<file path="src/rtl/instr_decoder.sv">
// -----------------------------------------------------------------------------
// instr_decoder
//   Single-stage registered RV32I decoder with valid/ready handshaking on both
//   sides. One word is captured per in_valid && in_ready; its decoded fields
//   and control bits are held on out_* until downstream takes them. Illegal
//   words still flow through, flagged by out_illegal, and are counted in a
//   saturating counter.
//
// Ports
//   clk, reset            clock; asynchronous active-high reset
//   in_valid/in_ready     upstream handshake; in_ready = !out_valid || out_ready
//   in_instr, in_pc       instruction word and its address
//   flush                 drop the held result and ignore this cycle's word
//   out_valid/out_ready   downstream handshake
//   out_pc .. out_imm     registered decode fields
//   out_alu_op            0 ADD 1 SUB 2 SLL 3 SLT 4 SLTU 5 XOR 6 SRL 7 SRA
//                         8 OR 9 AND 10 PASS_B
//   out_reg_write ..      registered control bits, out_illegal flag
//   illegal_count         saturating count of accepted illegal words
// -----------------------------------------------------------------------------
module instr_decoder #(
  parameter int CNT_W = 16
) (
  input  logic             clk,
  input  logic             reset,
  input  logic             in_valid,
  output logic             in_ready,
  input  logic [31:0]      in_instr,
  input  logic [31:0]      in_pc,
  input  logic             flush,
  output logic             out_valid,
  input  logic             out_ready,
  output logic [31:0]      out_pc,
  output logic [4:0]       out_rd,
  output logic [4:0]       out_rs1,
  output logic [4:0]       out_rs2,
  output logic [2:0]       out_funct3,
  output logic [31:0]      out_imm,
  output logic [3:0]       out_alu_op,
  output logic             out_reg_write,
  output logic             out_mem_read,
  output logic             out_mem_write,
  output logic             out_branch,
  output logic             out_jump,
  output logic             out_alu_src_imm,
  output logic             out_illegal,
  output logic [CNT_W-1:0] illegal_count
);

  typedef enum logic [3:0] {
    ALU_ADD = 4'd0, ALU_SUB = 4'd1, ALU_SLL = 4'd2, ALU_SLT = 4'd3,
    ALU_SLTU = 4'd4, ALU_XOR = 4'd5, ALU_SRL = 4'd6, ALU_SRA = 4'd7,
    ALU_OR = 4'd8, ALU_AND = 4'd9, ALU_PASS_B = 4'd10
  } alu_op_e;

  typedef struct packed {
    logic [31:0] pc;
    logic [4:0]  rd;
    logic [4:0]  rs1;
    logic [4:0]  rs2;
    logic [2:0]  funct3;
    logic [31:0] imm;
    logic [3:0]  alu_op;
    logic        reg_write;
    logic        mem_read;
    logic        mem_write;
    logic        branch;
    logic        jump;
    logic        alu_src_imm;
    logic        illegal;
  } dec_t;

  dec_t             dec, res_d, res_q;
  logic             valid_d, valid_q;
  logic [CNT_W-1:0] cnt_d, cnt_q;
  logic             ill;
  logic             accept;

  logic [6:0]  opcode;
  logic [2:0]  f3;
  logic [6:0]  f7;
  logic [31:0] imm_i, imm_s, imm_b, imm_j, imm_u;

  assign opcode = in_instr[6:0];
  assign f3     = in_instr[14:12];
  assign f7     = in_instr[31:25];

  assign imm_i = {{20{in_instr[31]}}, in_instr[31:20]};
  assign imm_s = {{20{in_instr[31]}}, in_instr[31:25], in_instr[11:7]};
  assign imm_b = {{20{in_instr[31]}}, in_instr[7], in_instr[30:25], in_instr[11:8], 1'b0};
  assign imm_j = {{12{in_instr[31]}}, in_instr[19:12], in_instr[20], in_instr[30:21], 1'b0};
  assign imm_u = {in_instr[31:12], 12'b0};

  // Combinational decode of the word currently on in_instr.
  always_comb begin
    // NOTE: every signal written here gets a default first, so no path leaves
    // a value unassigned and no latch is inferred.
    dec        = '0;
    ill        = 1'b0;
    dec.pc     = in_pc;
    dec.rd     = in_instr[11:7];
    dec.rs1    = in_instr[19:15];
    dec.rs2    = in_instr[24:20];
    dec.funct3 = f3;
    dec.alu_op = ALU_ADD;

    unique case (opcode)
      7'b0110011: begin // R-type
        dec.reg_write = 1'b1;
        unique case ({f7, f3})
          {7'b0000000, 3'b000}: dec.alu_op = ALU_ADD;
          {7'b0000000, 3'b001}: dec.alu_op = ALU_SLL;
          {7'b0000000, 3'b010}: dec.alu_op = ALU_SLT;
          {7'b0000000, 3'b011}: dec.alu_op = ALU_SLTU;
          {7'b0000000, 3'b100}: dec.alu_op = ALU_XOR;
          {7'b0000000, 3'b101}: dec.alu_op = ALU_SRL;
          {7'b0000000, 3'b110}: dec.alu_op = ALU_OR;
          {7'b0000000, 3'b111}: dec.alu_op = ALU_AND;
          {7'b0100000, 3'b000}: dec.alu_op = ALU_SUB;
          {7'b0100000, 3'b101}: dec.alu_op = ALU_SRA;
          default:              ill = 1'b1;
        endcase
      end
      7'b0010011: begin // I-ALU; imm[11:5] only qualifies the shifts
        dec.reg_write   = 1'b1;
        dec.alu_src_imm = 1'b1;
        dec.imm         = imm_i;
        unique case (f3)
          3'b000: dec.alu_op = ALU_ADD;
          3'b001: begin
            dec.alu_op = ALU_SLL;
            ill        = (f7 != 7'b0000000);
          end
          3'b010: dec.alu_op = ALU_SLT;
          3'b011: dec.alu_op = ALU_SLTU;
          3'b100: dec.alu_op = ALU_XOR;
          3'b101: begin
            if (f7 == 7'b0000000)      dec.alu_op = ALU_SRL;
            else if (f7 == 7'b0100000) dec.alu_op = ALU_SRA;
            else                       ill = 1'b1;
          end
          3'b110: dec.alu_op = ALU_OR;
          default: dec.alu_op = ALU_AND;
        endcase
      end
      7'b0000011: begin // LOAD
        dec.reg_write   = 1'b1;
        dec.mem_read    = 1'b1;
        dec.alu_src_imm = 1'b1;
        dec.imm         = imm_i;
        ill = (f3 == 3'b011) || (f3 == 3'b110) || (f3 == 3'b111);
      end
      7'b0100011: begin // STORE
        dec.mem_write   = 1'b1;
        dec.alu_src_imm = 1'b1;
        dec.imm         = imm_s;
        ill = (f3 > 3'b010);
      end
      7'b1100011: begin // BRANCH compares via subtraction
        dec.branch = 1'b1;
        dec.alu_op = ALU_SUB;
        dec.imm    = imm_b;
        ill = (f3 == 3'b010) || (f3 == 3'b011);
      end
      7'b1101111: begin // JAL
        dec.jump      = 1'b1;
        dec.reg_write = 1'b1;
        dec.imm       = imm_j;
      end
      7'b1100111: begin // JALR
        dec.jump        = 1'b1;
        dec.reg_write   = 1'b1;
        dec.alu_src_imm = 1'b1;
        dec.imm         = imm_i;
        ill = (f3 != 3'b000);
      end
      7'b0110111: begin // LUI passes the U immediate straight through
        dec.reg_write   = 1'b1;
        dec.alu_src_imm = 1'b1;
        dec.alu_op      = ALU_PASS_B;
        dec.imm         = imm_u;
      end
      default: ill = 1'b1;
    endcase

    // Illegal words carry only their PC and the flag downstream.
    if (ill) begin
      dec         = '0;
      dec.pc      = in_pc;
      dec.illegal = 1'b1;
    end
  end

  assign in_ready = !valid_q || out_ready;
  assign accept   = in_valid && in_ready;

  // Next state: flush wins over capture and over the counter update.
  always_comb begin
    valid_d = valid_q;
    res_d   = res_q;
    cnt_d   = cnt_q;
    if (flush) begin
      valid_d = 1'b0;
    end else if (accept) begin
      valid_d = 1'b1;
      res_d   = dec;
      if (dec.illegal && (cnt_q != '1)) cnt_d = cnt_q + CNT_W'(1);
    end else if (out_ready) begin
      valid_d = 1'b0;
    end
  end

  // NOTE: state registers use non-blocking assignments so every register
  // samples the pre-edge values, independent of block evaluation order.
  always_ff @(posedge clk or posedge reset) begin
    if (reset) begin
      valid_q <= 1'b0;
      res_q   <= '0;
      cnt_q   <= '0;
    end else begin
      valid_q <= valid_d;
      res_q   <= res_d;
      cnt_q   <= cnt_d;
    end
  end

  assign out_valid       = valid_q;
  assign out_pc          = res_q.pc;
  assign out_rd          = res_q.rd;
  assign out_rs1         = res_q.rs1;
  assign out_rs2         = res_q.rs2;
  assign out_funct3      = res_q.funct3;
  assign out_imm         = res_q.imm;
  assign out_alu_op      = res_q.alu_op;
  assign out_reg_write   = res_q.reg_write;
  assign out_mem_read    = res_q.mem_read;
  assign out_mem_write   = res_q.mem_write;
  assign out_branch      = res_q.branch;
  assign out_jump        = res_q.jump;
  assign out_alu_src_imm = res_q.alu_src_imm;
  assign out_illegal     = res_q.illegal;
  assign illegal_count   = cnt_q;

endmodule

</file>
<file path="config.mk">
export PLATFORM = sky130hd
export DESIGN_NAME = instr_decoder
export DESIGN_NICKNAME = d
export VERILOG_FILES = /design/src/rtl/instr_decoder.sv
export SDC_FILE = /design/constraint.sdc
export NUM_CORES = 1
export LEC_CHECK = 0
export BUFFER_PORTS_ARGS = -buffer_cell sky130_fd_sc_hd__buf_2
export CAP_MARGIN = 20
export CORE_MARGIN = 2
export CORE_UTILIZATION = 50
export CTS_CLUSTER_SIZE = 16
export DETAILED_ROUTE_END_ITERATION = 7
export HOLD_SLACK_MARGIN = 0.08
export PLACE_DENSITY = 0.87
export SYNTH_ARGS = -nofsm -noshare
export SYNTH_HDL_FRONTEND = slang
export SYNTH_SLANG_ARGS = --single-unit
</file>
<file path="constraint.sdc">
create_clock -name clk -period 4.5 [get_ports clk]
set_clock_uncertainty 0.1 [all_clocks]
set_input_delay 0.45 -clock clk [delete_from_list [all_inputs] [get_ports clk]]
set_output_delay 0.45 -clock clk [all_outputs]
set_load 0.03 [all_outputs]
</file>
Yosys cells after proc, flatten, opt, wreduce, memory -nomap -nowiden:

Index checks and enable logic that the tools add are counted.

* register bits after elaboration: 110
* input bits: 69
* word-level logic and storage cells: 87

* $add $sub $neg: 1
* $lt $le $gt $ge: 1
* equal/unequal tests: 26
* mux-type cells: 21
* bitwise logic cells: 1
* reductions and logical operators: 21

Operators with widths (count)
* one-hot mux 32 bit (5 select lines): 1
* two-way mux 61 bit: 1
* equality test 10 x 3 -> 1 bit (second input constant): 4
* one-hot mux 4 bit (9 select lines): 1
* equality test 7 x 6 -> 1 bit (second input constant): 4
* one-hot mux 4 bit (7 select lines): 1
* equality test 7 bit (second input constant): 3
* equality test 10 x 2 -> 1 bit (second input constant): 2
* equality test 10 x 9 -> 1 bit (second input constant): 2
* adder 16 x 1 -> 16 bit (second input constant): 1
* != test 16 bit (second input constant): 1
* one-hot mux 4 bit (4 select lines): 1
* equality test 3 bit (second input constant): 4
* two-way mux 1 bit: 12
* equality test 10 x 1 -> 1 bit (second input constant): 1
* zero test 10 bit: 1
* OR reduction 10 bit: 1
* equality test 7 x 2 -> 1 bit (second input constant): 1
* equality test 7 x 5 -> 1 bit (second input constant): 1
* zero test 7 bit: 1
* one-hot mux 1 bit (7 select lines): 1
* nonzero test 7 bit: 1
* equality test 3 x 2 -> 1 bit (second input constant): 2
* two-way mux 3 bit: 2
* other kinds (15): 21

Logic depth before layout (Yosys ltp):

Gate-level depths: netlist (run 1).

* depth after elaboration: 8
* depth in mapped cells: 9
* gate-level depth less buffers: 7

Worst setup path before layout (run 1):

OpenSTA, ideal clock, no wires.

* path kind: register to register
* start point: register cnt_q[0] (netlist: illegal_count[0])
* end point: register cnt_q[1] (netlist: illegal_count[1])
* setup time: 0.125 ns
* arrival: 2.113 ns
* required time: 4.275 ns
* slack: 2.162 ns
* stages on the path, launching flop included: 8
* buffers on the path: 0
* path through: dfrtp_1 ha_1 nand4_1 or2_2 nor2_1 a31oi_1 nand2_1 mux2_2

* longest elaborated chain between the ends: 3
* elaborated cells on any way between the ends: 4

RTL lines
* start, declared: RTL line 75 `logic [CNT_W-1:0] cnt_d, cnt_q;`
* start signal, assigned: RTL line 223 `cnt_q <= cnt_d;`
* parallel branches: the longest is 3 deep, another holds adder 16 x 1 -> 16 bit

Several ways; the timed one is not identified.
A chain may end at the register's enable or synchronous reset.

Worst setup path in the final report (run 1):

* start point: input in_instr[5]
* end point: register res_q, in the netlist out_alu_op[0]

* longest elaborated chain between the ends: 4
* elaborated cells on any way between the ends: 12

RTL lines
* start, declared: RTL line 28 `input logic [31:0] in_instr,`
* equality test 7 x 6 -> 1 bit / equality test 7 bit (equally long branches): RTL line 107 `unique case (opcode)`
* OR reduction 2 bit (no line)
* one-hot mux 1 bit (7 select lines): RTL line 107
* two-way mux 61 bit *: RTL line 187 `if (ill) begin`
* end signal, assigned: RTL line 222 `res_q <= res_d;`
* end, declared: RTL line 73 `dec_t dec, res_d, res_q;`

Mark *: on every way between the ends. The rest lies on a longest branch, timed or not.

==> results of run 1 <==
==> metal layers <==
metal / GRT usage [%] / wire, um
met5: 0 / 0
met1: 32.3 / 5620
met2: 38.5 / 6270
met3: 4.84 / 868
met4: 11.5 / 453
==> cell usage in the layout, fill, tap and decap left out, types with 2 or more instances in the layout <==
cell type,netlist,routed
or2_2,2,2
buf_2,7,179
dfrtp_1,110,110
o21a_1,2,2
clkinv_4,0,2
o31ai_1,4,4
nor2b_1,7,7
nand3_1,10,10
a32o_1,2,2
nand2b_1,4,4
nand2_1,142,142
inv_1,4,3
nor4_1,3,2
bufinv_16,0,2
buf_4,0,7
xnor2_1,17,17
o31ai_2,2,2
o21ai_0,36,36
nor2_1,21,21
nand4_1,11,11
nand3b_1,2,2
nor4_2,2,3
a21oi_1,27,27
and3_1,6,6
o32ai_1,3,3
a22oi_1,5,5
a22o_1,25,25
a31oi_1,5,5
a211oi_1,2,2
nor3_1,9,9
clkbuf_8,0,10
a41oi_1,2,2
==> stage by stage <==
step / utilization (%) / cells / area [sq um] / hold WS [ns] / total power (uW)
5_1_grt: 63.8 / 821 / 6180 / 0.131 / 2360
3_5_place_dp: 61.2 / 803 / 5930 / 0.361 / 1590
6_report: 63.8 / 821 / 6180 / 0.160 / 2250
2_1_floorplan: - / 518 / 4940 / 0.416 / 1430
3_3_place_gp: 61.2 / 803 / 5930 / 0.352 / 1570
4_1_cts: 63.6 / 819 / 6160 / 0.145 / 2260
==> area by class of cell <==
| type | count | area [sq um] | share of cell area (%) |
|---|---|---|---|
| Multi-Input combinational cell | 370 | 2040 | 33.0 |
| Sequential cell | 110 | 2750 | 44.5 |
| Clock buffer | 10 | 138 | 2.23 |
| Inverter | 4 | 17.5 | 0.283 |
| Timing Repair Buffer | 188 | 971 | 15.7 |
| Tap cell | 133 | 166 | 2.69 |
| Clock inverter | 6 | 93.8 | 1.52 |
==> state kept, by name, indices dropped and copies added (netlist names) <==
register,cells
out_jump,1
out_illegal,1
out_reg_write,1
out_rd,5
out_mem_write,1
out_branch,1
out_rs2,5
out_rs1,5
out_alu_src_imm,1
out_imm,32
out_pc,32
out_valid,1
out_mem_read,1
illegal_count,16
out_alu_op,4
out_funct3,3
==> critical path, stage by stage <==
cell and delay [ns]:
buf_2 0.28, nand4b_1 0.17, a221o_1 0.39, a211oi_2 0.18, nand3_1 0.61, or4_4 0.75
o31ai_2 0.22
==> power groups by stage <==
stage          combinational [uW]  clock [uW]  sequential, uW
2_1_floorplan                 153           0            1270
6_report                      452         675            1120
5_1_grt                       493         736            1130
3_3_place_gp                  443           0            1130
3_5_place_dp                  455           0            1140
4_1_cts                       456         688            1120
==> kinds of logic after synthesis <==
kind of cell	count (synthesis)
simple gates	226
buf+inv	38
compound gates	123
mux	2
xor+xnor	18
fa+ha+maj	1
flops	110
==> worst max path at each step <==
stage / start / end / slack, ns / depth (start not counted)
final: in_instr[5] / out_alu_op[0]$_DFFE_PP0P_ / 1.62 / 7
after global routing: in_instr[5] / out_alu_op[0]$_DFFE_PP0P_ / 1.48 / 7
after CTS: in_instr[5] / out_imm[5]$_DFFE_PP0P_ / 1.55 / 7
after detailed placement: in_instr[5] / out_imm[7]$_DFFE_PP0P_ / 1.10 / 7
after global placement: in_instr[5] / out_imm[7]$_DFFE_PP0P_ / 1.26 / 7
after floorplan: reset / illegal_count[0]$_DFFE_PP0P_ / 1.05 / 1
==> flow_metrics.py, run 1 <==
metrics = {
    "sta": {
        "hold_viol": 0,
        "fin_ws_ns": 1.62,
        "relSlewSlack_pct": 42.3,
        "worst_slew_pin_slew_ns": 0.865,
        "timing.setup.tns_ns": 0,
        "finalMaxSlewViolations": 0,
        "setup_viol": 0,
        "post-route-period-util_pct": 64.0,
        "rsz0062_at_grt": "false",
        "period_needed_ns": 2.88,
        "max_freq_mhz": 347,
    },
    "route": {
        "postRouteAntennaNets": 0,
        "vias": 4517,
        "drt-initial-drc-count": 293,
        "wl_mm": 13.2,
        "drcViolationCount": 0,
        "vias_per_cell": 5.50,
        "first_pass_iters": 5,
        "wl_per_cell_um": 16.1,
    },
    "floorplan": {
        "core_sq_mm": 0.00968,
        "die_h_um": 103,
        "row_count": 36,
        "die_area_sq_mm": 0.0107,
        "ios": 180,
        "start_util_pct": 51.0,
        "die_w_um": 103,
    },
    "clock_network": {
        "cts-resized-gates": 0,
        "cts_buffers": 9,
        "cts_hold_buffers": 0,
        "htreeDepth": 3,
        "postCtsSetupBuffers": 0,
        "cts.sink_count": 110,
        "clk_latency_ns": 0.37,
        "tritoncts": "done",
        "clockBufferDepth": 2,
        "path_clk_slew_ns": 0.10,
        "clockRootBuffer": "clkbuf_8",
    },
    "cells_and_area": {
        "fin_nets": 753,
        "diodes": 0,
        "drive_gt1_share_pct": 31.4,
        "nFillCells": 791,
        "area_delta_synth_final_pct": 25.2,
    },
    "pwr": {
        "p_per_area_mw_per_mm2": 363,
        "internal-power_uw": 1530,
        "ir_drop_mv": 0.219,
        "power_leakage_uw": 0.00319,
        "power.switching_uw": 715,
        "power.share.combinational_pct": 20.1,
        "clkPwrFrac_pct": 30.1,
        "p_seq_share_pct": 49.8,
        "swShare_pct": 31.8,
    },
    "synth": {
        "yosys_warnings": 0,
        "ys_top_cells_by_area": "dfrtp_1, nand2_1, a22o_1",
        "synth_area_leader_cell": "dfrtp_1",
        "ys_types": 48,
        "synth_top_area_share_pct": 55.8,
        "synthArstFlopShare_pct": 100,
        "synth-main-ff-cell": "dfrtp_1",
        "syn_nets": 588,
        "ys_ff_latch": 110,
        "syn_area_sq_mm": 0.00494,
        "synthMuxAreaShare_pct": 0.431,
        "synth_top_family_by_area": "simple AND/OR/NAND/NOR gates",
        "synth_most_common_cell": "nand2_1",
        "synth_edf_count": 0,
        "synth_xor_area_share_pct": 3.19,
        "synth-compound-area-share_pct": 16.8,
        "seq_area_frac_synth_pct": 55.8,
        "synthSimpleGateAreaFrac_pct": 20.5,
        "postSynthCellCount": 518,
        "yosys.area_share.adder_pct": 0.253,
        "synthTopCellsByCount": "nand2_1, dfrtp_1, o21ai_0",
        "synth_area_per_cell_sq_um": 9.53,
    },
    "setup_path": {
        "r2r-end": "illegal_count[1]$_DFFE_PP0P_",
        "r2r-start": "out_valid$_DFFE_PP0P_",
        "cp-end-kind": "flip-flop",
        "required_ns": 4.68,
        "criticalPathCategory": "input port to flip-flop",
        "reg2reg_slack_ns": 1.90,
        "crit_path_max_fanout": 20,
        "arrival_ns": 3.06,
        "r2r_cells": 6,
        "cp-start-kind": "input port",
    },
    "global_routing": {
        "antenna_found_initial": 0,
        "grt_max_degree": 72,
        "grt_use_total_pct": 24.3,
        "grt_pass1_wl_mm": 20.1,
        "gr-total-overflow": 0,
        "grt_pass1_vias": 4092,
    },
    "hold_path": {
        "hp-class": "input port to async pin",
    },
    "flow_run": {
        "max-cap-violations": 0,
    },
    "placement": {
        "finalWeightedCongestion": 0.841,
        "pre_cts_ws_ns": 1.10,
        "io_buffers": 179,
        "dpl.hpwl_mm": 9.57,
    },
    "status": {
        "status": "finished clean",
    },
}
No activity file was read; power rests on OpenSTA's default activity.
==> run 2: changes to the inputs <==
==> constraint.sdc (replaced) <==
create_clock -name clk -period 3 [get_ports clk]
set_clock_uncertainty 0.1 [all_clocks]
set_input_delay 0.3 -clock clk [delete_from_list [all_inputs] [get_ports clk]]
set_output_delay 0.3 -clock clk [all_outputs]
set_load 0.03 [all_outputs]
==> run 2 against run 1 <==
Die area stayed put. Cell count is 5.8% higher. Utilization is 4.6 points higher. Design area is 7.1% higher. Combinational power is 63% higher. Non-clock buffer count is 49 higher. Setup slack worse by 1.2 ns. Critical endpoint is now out_mem_read$_DFFE_PP0P_. Via count is 5.8% higher.
==> flow_metrics.py, run 2 (synthesized netlist as in run 1, its figures left out) <==
metrics = {
    "status": {
        "status": "finished clean",
    },
    "cells_and_area": {
        "layout_common_cells": "buf_2, nand2_1, dfrtp_1",
        "drive_gt1_share_pct": 29.1,
        "diodes": 0,
        "instances_no_fill": 869,
        "fin_nets": 802,
        "final_common_cell": "buf_2",
        "area_delta_synth_final_pct": 34.2,
    },
    "global_routing": {
        "grt_use_total_pct": 25.6,
        "gr-total-overflow": 0,
        "grt_pass1_wl_mm": 21.3,
        "grt_pass1_vias": 4369,
        "grt_max_degree": 55,
        "antenna_found_initial": 0,
    },
    "floorplan": {
        "core_sq_mm": 0.00968,
        "die_area_sq_mm": 0.0107,
        "start_util_pct": 51.0,
        "row_count": 36,
        "ios": 180,
        "die_h_um": 103,
        "die_w_um": 103,
    },
    "setup_path": {
        "required_ns": 3.21,
        "criticalPathCategory": "input port to flip-flop",
        "path_cells": "dlygate4sd3_1 > buf_2 > nor4_2 > nand3_1 > o221ai_1 > nand3_1 > buf_4 > nor2_1 > buf_4 > a32o_1",
        "r2r_cells": 7,
        "slowest_stage": "dlygate4sd3_1",
        "cp-start-kind": "input port",
        "arrival_ns": 2.79,
        "cp-end-kind": "flip-flop",
        "crit_path_max_fanout": 21,
        "critPathMaxStageDelay_ns": 0.55,
    },
    "route": {
        "vias_per_cell": 5.50,
        "wl_mm": 14.0,
        "first_pass_iters": 5,
        "postRouteAntennaNets": 0,
        "drt-initial-drc-count": 277,
        "vias": 4779,
        "wl_per_cell_um": 16.1,
        "drcViolationCount": 0,
    },
    "hold_path": {
        "hp-class": "input port to flip-flop",
        "whs_path_depth": 2,
    },
    "sta": {
        "timing.setup.tns_ns": 0,
        "rsz0062_at_grt": "false",
        "relSlewSlack_pct": 52.9,
        "max_freq_mhz": 387,
        "post-route-period-util_pct": 86.1,
        "hold_viol": 0,
        "finalMaxSlewViolations": 0,
        "worst_slew_pin_slew_ns": 0.703,
        "period_needed_ns": 2.58,
        "setup_viol": 0,
    },
    "pwr": {
        "power_leakage_uw": 0.00336,
        "p_per_area_mw_per_mm2": 495,
        "ir_drop_mv": 0.294,
    },
    "clock_network": {
        "htreeDepth": 3,
        "tritoncts": "done",
        "clockRootBuffer": "clkbuf_8",
        "path_clk_slew_ns": 0.10,
        "cts.sink_count": 110,
        "cts_hold_buffers": 47,
        "cts-resized-gates": 0,
        "cts_buffers": 9,
        "clockBufferDepth": 2,
        "postCtsSetupBuffers": 0,
        "clk_latency_ns": 0.37,
    },
    "flow_run": {
        "max-cap-violations": 0,
    },
    "placement": {
        "finalWeightedCongestion": 0.937,
        "post-place-cells": 807,
        "dpl.hpwl_mm": 9.56,
        "io_buffers": 179,
    },
}
run 2: area by class of cell:
cell class | count | area (sq um)
fillers | 758 | 3060
repair buffers | 237 | 1460
clock inverters | 3 | 46.3
flip-flops and latches | 110 | 2750
well taps | 133 | 166
multi-input cells | 370 | 2040
inverters | 4 | 18.8
clock buffers | 12 | 135
run 2: critical path, delay by kind of cell:
kind / cells / cell delay, ns
and+or+nand+nor: 4 / 0.83
AOI/OAI and AO/OA: 2 / 0.47
buffers and inverters: 4 / 1.18
run 2: report_power, final:
part | leakage, uW | switching, uW | internal, uW
Clock | 0.0000867 | 479 | 385
Sequential | 0.00147 | 88.2 | 1590
Combinational | 0.00181 | 485 | 250
run 2: stage by stage:
stage	worst slack (ns)	hold slack (ns)	cell area, sq um	utilization [%]	power (uW)
finish	0.418	0.0908	6620	68.4	3280
global route	0.212	0.0901	6620	68.4	3430
CTS	0.465	0.0800	6620	68.4	3290
detailed placement	0.510	0.341	5970	61.7	2390
global placement	0.583	0.328	5970	61.7	2360
floorplan	0.662	0.266	4940	-	2140
run 2: path summary, 6_finish.rpt:
path / slack, ns / end / from
hold reg to reg: 0.38 / out_pc[12]$_DFFE_PP0P_ / out_pc[12]$_DFFE_PP0P_
setup reg to reg: 0.64 / illegal_count[1]$_DFFE_PP0P_ / illegal_count[0]$_DFFE_PP0P_
max in group asynchronous: 1.54 / out_funct3[1]$_DFFE_PP0P_ / reset
hold / removal: 0.09 / out_rs2[2]$_DFFE_PP0P_ / in_instr[22]
min in group asynchronous: 0.47 / out_pc[13]$_DFFE_PP0P_ / reset
setup / recovery: 0.42 / out_mem_read$_DFFE_PP0P_ / in_instr[26]
run 2: routing by layer:
| metal | wire, um | GRT usage [%] | share of wire, % |
|---|---|---|---|
| met4 | 441 | 12.0 | 3.1 |
| met3 | 1030 | 4.17 | 7.3 |
| met2 | 6680 | 40.9 | 48 |
| met1 | 5870 | 34.5 | 42 |
| met5 | 0 | 0 | 0 |
